**src/rtl/serial_mac_pkg.sv**
```systemverilog
// Shared types and width helper for the serial MAC datapath (AC1 stage, AC2 register, top level).
package serial_mac_pkg;

  // Width of the AC1 partial sum: M activations of Pa bits summed without overflow.
  function automatic int ac_w(input int m, input int pa);
    return $clog2(m) + pa;
  endfunction

  typedef enum logic [1:0] {IDLE, RUN, DONE} smac_state_t;

endpackage

```
**src/rtl/serial_mac_ac1_seq_if.sv**
```systemverilog
// Operand handshake, AC2 feedback/control and result handshake of the AC1 sequencer.
interface serial_mac_ac1_seq_if
  import serial_mac_pkg::*;
#(
  parameter int M  = 16,
  parameter int Pa = 8,
  parameter int Pw = 4
);
  localparam int L = ac_w(M, Pa);

  logic              in_valid;
  logic              in_ready;
  logic [M*Pa-1:0]   act_i;
  logic [M*Pw-1:0]   wgt_i;
  logic [L+Pw-1:0]   ac2_q;
  logic [L:0]        inr_ac2;
  logic              w_and_s;
  logic              cl_en;
  logic              out_valid;
  logic              out_ready;

  modport slave (
    input  in_valid, act_i, wgt_i, ac2_q, out_ready,
    output in_ready, inr_ac2, w_and_s, cl_en, out_valid
  );

  modport master (
    output in_valid, act_i, wgt_i, ac2_q, out_ready,
    input  in_ready, inr_ac2, w_and_s, cl_en, out_valid
  );
endinterface

```
**src/rtl/serial_mac_ac1_seq_ac1_tree.sv**
```systemverilog
// Combinational masked adder tree: sum of activations whose weight bit is set.
module ac1_tree
  import serial_mac_pkg::*;
#(
  parameter int M  = 16,
  parameter int Pa = 8
) (
  input  logic [M*Pa-1:0]        act,
  input  logic [M-1:0]           wbit,
  output logic [ac_w(M, Pa)-1:0] p
);
  localparam int LV = $clog2(M);

  genvar gi, gj;
  generate
    // Level gi holds M>>gi partial sums, each Pa+gi bits wide.
    for (gi = 0; gi <= LV; gi++) begin : lvl
      localparam int N = M >> gi;
      localparam int W = Pa + gi;
      logic [W-1:0] sum [N];
      if (gi == 0) begin : leaf
        for (gj = 0; gj < N; gj++) begin : mask
          assign sum[gj] = wbit[gj] ? act[gj*Pa +: Pa] : '0;
        end
      end else begin : node
        for (gj = 0; gj < N; gj++) begin : add
          assign sum[gj] = {1'b0, lvl[gi-1].sum[2*gj]} + {1'b0, lvl[gi-1].sum[2*gj+1]};
        end
      end
    end
  endgenerate

  assign p = lvl[LV].sum[0];
endmodule

```
**src/rtl/serial_mac_ac1_seq.sv**
```systemverilog
// Bit-serial AC1 sequencer: walks weights LSB-first and drives the AC2 shift-register accumulator.
module serial_mac_ac1_seq
  import serial_mac_pkg::*;
#(
  parameter int M  = 16,
  parameter int Pa = 8,
  parameter int Pw = 4
) (
  input  logic                 clk,
  input  logic                 rst_n,
  serial_mac_ac1_seq_if.slave  bus
);
  localparam int L  = ac_w(M, Pa);
  localparam int CW = $clog2(Pw);
  localparam logic [CW-1:0] CNT_LAST = CW'(Pw - 1);

  smac_state_t       state_reg, state_next;
  logic [CW-1:0]     cnt_reg, cnt_next;
  logic [M*Pa-1:0]   act_reg, act_next;
  logic [M*Pw-1:0]   wgt_reg, wgt_next;
  logic [M-1:0]      wbit;
  logic [L-1:0]      p;

  // The low AC2 bits are shifted by the register itself and never enter the adder.
  logic unused_ac2_low;
  assign unused_ac2_low = ^bus.ac2_q[Pw-1:0];

  genvar gi;
  generate
    for (gi = 0; gi < M; gi++) begin : bit_sel
      logic [Pw-1:0] wk;
      assign wk       = wgt_reg[gi*Pw +: Pw];
      assign wbit[gi] = wk[cnt_reg];
    end
  endgenerate

  ac1_tree #(.M(M), .Pa(Pa)) u_tree (
    .act  (act_reg),
    .wbit (wbit),
    .p    (p)
  );

  always_ff @(posedge clk or negedge rst_n) begin
    if (!rst_n) begin
      state_reg <= IDLE;
      cnt_reg   <= '0;
      act_reg   <= '0;
      wgt_reg   <= '0;
    end else begin
      state_reg <= state_next;
      cnt_reg   <= cnt_next;
      act_reg   <= act_next;
      wgt_reg   <= wgt_next;
    end
  end

  always_comb begin
    state_next    = state_reg;
    cnt_next      = cnt_reg;
    act_next      = act_reg;
    wgt_next      = wgt_reg;
    bus.in_ready  = 1'b0;
    bus.w_and_s   = 1'b0;
    bus.out_valid = 1'b0;
    bus.cl_en     = 1'b0;
    bus.inr_ac2   = '0;
    case (state_reg)
      IDLE: begin
        bus.in_ready = 1'b1;
        if (bus.in_valid) begin
          act_next   = bus.act_i;
          wgt_next   = bus.wgt_i;
          cnt_next   = '0;
          state_next = RUN;
        end
      end
      RUN: begin
        bus.w_and_s = 1'b1;
        // Partial sum lands at the top of AC2 while the register shifts right by one.
        bus.inr_ac2 = {1'b0, p} + {1'b0, bus.ac2_q[L+Pw-1:Pw]};
        if (cnt_reg == CNT_LAST) begin
          state_next = DONE;
        end else begin
          cnt_next = cnt_reg + 1'b1;
        end
      end
      DONE: begin
        bus.out_valid = 1'b1;
        if (bus.out_ready) begin
          bus.cl_en  = 1'b1;
          state_next = IDLE;
        end
      end
      default: state_next = IDLE;
    endcase
  end
endmodule

```
**src/flat_wrapper.sv**
```systemverilog
// flat-port wrapper written by rule: the top's interface ports become plain ports
module serial_mac_ac1_seq_flat import serial_mac_pkg::*;
#(
  parameter int M  = 16,
  parameter int Pa = 8,
  parameter int Pw = 4
)
  (clk, rst_n, bus_in_valid, bus_act_i, bus_wgt_i, bus_ac2_q, bus_out_ready, bus_in_ready, bus_inr_ac2, bus_w_and_s, bus_cl_en, bus_out_valid);
  serial_mac_ac1_seq_if #(.M(M), .Pa(Pa), .Pw(Pw)) bus_i ();
  input  logic clk;
  input  logic rst_n;
  input wire logic [$bits(bus_i.in_valid)-1:0] bus_in_valid;
  input wire logic [$bits(bus_i.act_i)-1:0] bus_act_i;
  input wire logic [$bits(bus_i.wgt_i)-1:0] bus_wgt_i;
  input wire logic [$bits(bus_i.ac2_q)-1:0] bus_ac2_q;
  input wire logic [$bits(bus_i.out_ready)-1:0] bus_out_ready;
  output wire logic [$bits(bus_i.in_ready)-1:0] bus_in_ready;
  output wire logic [$bits(bus_i.inr_ac2)-1:0] bus_inr_ac2;
  output wire logic [$bits(bus_i.w_and_s)-1:0] bus_w_and_s;
  output wire logic [$bits(bus_i.cl_en)-1:0] bus_cl_en;
  output wire logic [$bits(bus_i.out_valid)-1:0] bus_out_valid;
  assign bus_i.in_valid = bus_in_valid;
  assign bus_i.act_i = bus_act_i;
  assign bus_i.wgt_i = bus_wgt_i;
  assign bus_i.ac2_q = bus_ac2_q;
  assign bus_i.out_ready = bus_out_ready;
  assign bus_in_ready = bus_i.in_ready;
  assign bus_inr_ac2 = bus_i.inr_ac2;
  assign bus_w_and_s = bus_i.w_and_s;
  assign bus_cl_en = bus_i.cl_en;
  assign bus_out_valid = bus_i.out_valid;
  serial_mac_ac1_seq #(.M(M), .Pa(Pa), .Pw(Pw)) u_core (.clk(clk), .rst_n(rst_n), .bus(bus_i));
endmodule
```
**config.mk**
```make
export PLATFORM = sky130hd
export DESIGN_NAME = serial_mac_ac1_seq_flat
export DESIGN_NICKNAME = d
export VERILOG_FILES = /design/src/rtl/serial_mac_pkg.sv /design/src/rtl/serial_mac_ac1_seq_if.sv /design/src/rtl/serial_mac_ac1_seq_ac1_tree.sv /design/src/rtl/serial_mac_ac1_seq.sv /design/src/flat_wrapper.sv
export SDC_FILE = /design/constraint.sdc
export NUM_CORES = 1
export LEC_CHECK = 0
export CORE_UTILIZATION = 45
export DETAILED_ROUTE_END_ITERATION = 10
export PLACE_DENSITY = 0.71
export SYNTH_ARGS = -nofsm -noshare
export SYNTH_HDL_FRONTEND = slang
export SYNTH_SLANG_ARGS = --single-unit
```
**constraint.sdc**
```tcl
create_clock -name clk -period 13.26 [get_ports clk]
set_input_delay 3.978 -clock clk [delete_from_list [all_inputs] [get_ports clk]]
set_output_delay 3.978 -clock clk [all_outputs]
set_load 0.01 [all_outputs]
```
==> run summary, run 1 <==
initial core utilization = 45.9%
Tot GR Track Use = 21.1%
utilization after layout = 58.3%
first-pass GRT wire length = 42200 um
Layout Nets = 1516
YS warnings = 0
drt wl/cell = 17.8 um
Seq cells post-synth = 196
max FFs per register = 128
HP Class = reg2reg
Critical Path Sink Type = primary output
worst hold endpoint = u_core.act_reg[69]$_DFFE_PN0P_
max-capacitance violation count = 0
Core ar. = 0.0261 mm^2
reg2reg path depth = 4
skew final = 0.00959 ns
met3 Usage GRT = 6.23%
Critical Path Source Type = input pin
gpl congestion = 0.859
critical path class = in2out
worst endpoint data arrival time = 9.15 ns
Layout area overhead = 27.0%
Slew Limit Fails = 0
Syn Nets = 1282
Achievable Freq = 0.0762 GHz
placed wire-length estimate = 20900 um
vias = 7399
Root Driver = clkbuf_16
# IOs = 229
min Tclk post-route = 13.12 ns
grt total ovfl = 0
Post-DRT Antenna Nets = 0
Remaining DRCs = 0
hold path startpoint = u_core.act_reg[69]$_DFFE_PN0P_
Avg Vias per Cell = 4.90
Relative slew margins = 27.7%
share of layout cells above drive strength 1 = 23.4%
Hold Path Cell Cnt = 1
CTS tree = yes
pre-CTS setup slack = -0.476 ns
Port Buffers = 224
flop-to-flop setup slack = 10.45 ns
DRT iter0 DRCs = 269
Layout fillers = 2151
RSZ-0062 raised after global routing = yes
Die Wd = 165 um
final instance area = 0.0152 mm^2
status = complete, no violations
worst slew pin tran = 1.08 ns
Crit path required time = 9.28 ns
antenna violations before repair = 3
commonest non-fill, non-tap cells in the layout = clkdlybuf4s50_1 (211), dfrtp_1 (196), mux2_2 (176)
CTS Buffer Depth = 2
largest net degree at the start of global routing = 85
dpl cell area = 0.0145 mm^2
DRT Pass-1 Iters = 4
grt met2 use = 36.6%
Final Hold Vio Count = 0
fin crit share = 99.0%
Post-Syn Area per Cell = 12.9 um^2
CP Max Fanout = 3
Yosys cell types = 32
vias in the first global route = 8151
WL final = 26800 um
worst skew pair latency = 0.44 ns
total CTS buffers = 17
Total Die Area = 0.0272 mm^2
Clock Sinks = 196
post-route setup slack = 0.137 ns
peak-usage layer in the global routing report = met2
Syn Inst Count = 926
GR Util met1 = 25.8%
commonest non-fill, non-tap cell in the layout = clkdlybuf4s50_1
worst r2r src = u_core.state_reg[1]$_DFFE_PN0P_
R2R Path End = u_core.act_reg[125]$_DFFE_PN0P_
clk slew on worst S/H paths = 0.08 ns
Seq/Total Area, Yosys = 41.0%
Die H = 165 um
Finish-stage setup viols = 0
Synth Cell Area = 0.0120 mm^2
FP Rows = 59
H-tree Lvls = 4
hold_buf cts = 0
-- through the flow --
step | instances | hold WS (ns) | TNS (ns)
finish | 1509 | 0.490 | 0
global route | 1508 | 0.505 | -0.00780
CTS | 1506 | 0.491 | 0
detailed placement | 1472 | 0.470 | -2.00
global placement | 1472 | 0.462 | -1.64
floorplan | 926 | 0.449 | 0
-- worst max-delay path by stage --
stage                      start              end  slack [ns]  cells past startpoint
global placement    bus_ac2_q[6]  bus_inr_ac2[12]       -0.42                     19
floorplan           bus_ac2_q[6]  bus_inr_ac2[12]        0.77                     17
finish              bus_ac2_q[8]  bus_inr_ac2[11]        0.14                     19
global route        bus_ac2_q[8]  bus_inr_ac2[11]      -0.008                     19
CTS                 bus_ac2_q[7]  bus_inr_ac2[11]      0.0003                     19
detailed placement  bus_ac2_q[6]  bus_inr_ac2[12]       -0.48                     19
-- worst max-delay path, cell delays in order --
cell	delay [ns]
clkdlybuf4s50_1	0.46
inv_1	0.06
fa_1	0.50
inv_2	0.05
fa_1	0.47
fa_1	0.54
fa_1	0.52
fa_1	0.49
inv_1	0.05
fa_1	0.47
inv_1	0.06
ha_4	0.21
and3_4	0.18
a221oi_4	0.29
buf_4	0.17
nor3_1	0.06
o21a_1	0.18
nor3_2	0.22
buf_2	0.18
-- kinds of logic (layout without fill, tap and decap cells) --
| logic type | after synthesis | count (layout) | synth area share [%] |
|---|---|---|---|
| multiplexers | 209 | 209 | 21.2 |
| adder cells (fa/ha/maj) | 144 | 144 | 22.5 |
| XOR/XNOR | 7 | 7 | 0.513 |
| AO/OA/AOI/OAI | 24 | 24 | 1.50 |
| buffers and inverters | 189 | 436 | 7.38 |
| other | 0 | 1 | 0 |
| AND/OR/NAND/NOR | 157 | 157 | 5.88 |
| flip-flops | 196 | 196 | 41.0 |
-- synthesized netlist by cell type --
library cell	instances	area share, %
dfrtp_1	196	41
mux2_2	176	17
inv_1	162	5.1
fa_1	118	20
nand2_1	99	3.1
and2_1	37	1.9
ha_1	26	2.7
buf_6	20	1.9
mux2_1	17	1.6
mux4_2	16	3.0
nor2_1	12	0.38
a21o_1	5	0.31
buf_2	5	0.21
a21oi_1	4	0.17
o21ai_0	4	0.17
xnor2_1	4	0.29
nor3_1	3	0.13
xor2_1	3	0.22
a221oi_2	2	0.25
a22o_1	2	0.15
and3_1	2	0.10
nand2b_1	2	0.10
o21a_1	2	0.13
a211oi_1	1	0.063
a211oi_2	1	0.10
a31oi_1	1	0.052
and4_1	1	0.073
buf_12	1	0.17
clkbuf_1	1	0.031
nor2b_1	1	0.052
o21ai_1	1	0.042
o21bai_1	1	0.063
-- layer usage --
| metal | vias to the layer above | share of wire, % |
|---|---|---|
| li1 | 3405 | - |
| met1 | 3800 | 42 |
| met2 | 166 | 51 |
| met3 | 26 | 6.2 |
| met4 | 2 | 1.4 |
| met5 | - | 0.048 |
-- cell type report --
cell class	instances	area, um^2	area share (%)
multi-input combinational	541	6260	41.3
sequential	196	4900	32.3
timing repair buffer	242	2380	15.7
inverter	162	608	4.01
clock buffer	17	425	2.80
tap	335	419	2.76
clock inverter	15	183	1.20
antenna	1	2.50	0.0165
-- timing repair --
action,in CTS,in global routing
cloned,0,0
gates resized for setup,20,32
pin swaps,12,31
setup endpoints to repair,7,7
setup buffers,2,2
Power of run 1 is not shown: default switching activity piles up to over one toggle a cycle in this logic, so the estimate is an artifact.
==> run 2: changes to the inputs <==
--- a/config.mk
+++ b/config.mk
@@ -7,7 +7,7 @@
 export LEC_CHECK = 0
 export CORE_UTILIZATION = 45
 export DETAILED_ROUTE_END_ITERATION = 10
-export PLACE_DENSITY = 0.71
+export PLACE_DENSITY_LB_ADDON = 0.2
 export SYNTH_ARGS = -nofsm -noshare
 export SYNTH_HDL_FRONTEND = slang
 export SYNTH_SLANG_ARGS = --single-unit
==> run summary, run 2 (synthesis gave the netlist of run 1 again) <==
status = complete, no violations
worst endpoint data arrival time = 9.09 ns
max-capacitance violation count = 0
vias = 7343
CTS Buffer Depth = 2
Critical Path Sink Type = primary output
Slew Limit Fails = 0
pre-CTS setup slack = -0.434 ns
Core ar. = 0.0261 mm^2
Tot GR Track Use = 21.4%
max FFs per register = 128
# IOs = 229
CP Max Fanout = 3
Final Hold Vio Count = 0
Total Die Area = 0.0272 mm^2
clk slew on worst S/H paths = 0.09 ns
grt total ovfl = 0
drt wl/cell = 17.9 um
total CTS buffers = 17
post-route setup slack = 0.190 ns
commonest non-fill, non-tap cells in the layout = clkdlybuf4s50_1 (212), dfrtp_1 (196), mux2_2 (176)
Port Buffers = 224
H-tree Lvls = 4
DRT iter0 DRCs = 331
Clock Sinks = 196
WL final = 27000 um
Root Driver = clkbuf_16
placed wire-length estimate = 21000 um
Avg Vias per Cell = 4.87
vias in the first global route = 8178
skew final = 0.0114 ns
FP Rows = 59
utilization after layout = 58.2%
worst slew pin tran = 1.09 ns
final instance area = 0.0152 mm^2
CTS tree = yes
Critical Path Source Type = input pin
initial core utilization = 45.9%
fin crit share = 98.6%
RSZ-0062 raised after global routing = no
Die H = 165 um
first-pass GRT wire length = 42800 um
Post-DRT Antenna Nets = 0
Achievable Freq = 0.0765 GHz
Relative slew margins = 27.3%
min Tclk post-route = 13.07 ns
critical path class = in2out
Layout area overhead = 26.9%
Finish-stage setup viols = 0
worst skew pair latency = 0.44 ns
largest net degree at the start of global routing = 84
antenna violations before repair = 0
Remaining DRCs = 0
Die Wd = 165 um
gpl congestion = 0.830
DRT Pass-1 Iters = 4
Crit path required time = 9.28 ns
Layout Nets = 1515
dpl cell area = 0.0145 mm^2
HP Class = reg2reg
commonest non-fill, non-tap cell in the layout = clkdlybuf4s50_1
share of layout cells above drive strength 1 = 22.6%
ant diodes = 0
Hold Slack = 0.486 ns
## run 2: changes by cell type in the layout (fill, tap and decap cells not counted), sizes merged
cell | previous run | this run
clkdlybuf4s15 | 1 | 0
diode | 1 | 0
dlymetal6s2s | 5 | 3
clkbuf | 19 | 18
inv | 167 | 169
clkinv | 9 | 7
dlygate4sd2 | 2 | 4
clkdlybuf4s50 | 211 | 212
## run 2: final cells by class
cell class	count	area, um^2
Clock buffer	17	425
Clock inverter	15	198
Fill cell	2172	10900
Inverter	162	608
Multi-Input combinational cell	541	6250
Sequential cell	196	4900
Tap cell	335	419
Timing Repair Buffer	241	2360
## run 2: through the flow
stage                     setup TNS, ns  cells
after floorplan                       0    926
after global placement            -1.73   1474
after detailed placement          -1.73   1474
after CTS                             0   1508
after global routing                  0   1507
final                                 0   1507
## run 2: layer usage
metal | vias up | part of all wire [%] | routed length [um] | track usage [%]
met1 | 3770 | 43 | 11700 | 27.9
met5 | - | 0 | 0 | 0
li1 | 3414 | - | - | -
met2 | 144 | 51 | 13800 | 36.7
met3 | 15 | 4.5 | 1220 | 4.19
met4 | 0 | 1.0 | 272 | 4.88
## run 2: worst paths after layout
| kind | startpoint | to | slack (ns) | cells past startpoint |
|---|---|---|---|---|
| worst max-delay path | bus_ac2_q[10] | bus_inr_ac2[9] | 0.19 | 18 |
| worst min-delay path | u_core.wgt_reg[14]$_DFFE_PN0P_ | u_core.wgt_reg[14]$_DFFE_PN0P_ | 0.49 | 1 |
| worst max register to register | u_core.state_reg[1]$_DFFE_PN0P_ | u_core.cnt_reg[0]$_DFFE_PN0P_ | 10.51 | 5 |
| worst min register to register | u_core.wgt_reg[14]$_DFFE_PN0P_ | u_core.wgt_reg[14]$_DFFE_PN0P_ | 0.49 | 1 |
| max in group asynchronous | rst_n | u_core.act_reg[51]$_DFFE_PN0P_ | 8.43 | 2 |
| min in group asynchronous | rst_n | u_core.act_reg[98]$_DFFE_PN0P_ | 3.51 | 1 |
## run 2: what timing repair did
item	4_1_cts	5_1_grt
gates resized for setup	26	18
pin swaps	10	21
endpoints found under the setup margin	7	8
buffers inserted	2	0
hold buffers	0	0
## run 2: worst max-delay path: stages
cell and delay (ns):
clkdlybuf4s50_1 0.46, inv_1 0.07, fa_1 0.55, inv_1 0.07
fa_1 0.45, fa_1 0.53, fa_1 0.52, fa_1 0.50
inv_1 0.05, fa_1 0.47, inv_1 0.06, ha_4 0.22
and3_4 0.17, a221oi_4 0.29, o21ai_1 0.13, xnor2_1 0.19
nor2_1 0.07, dlygate4sd2_1 0.31
Power of run 2 is left out for the same reason.
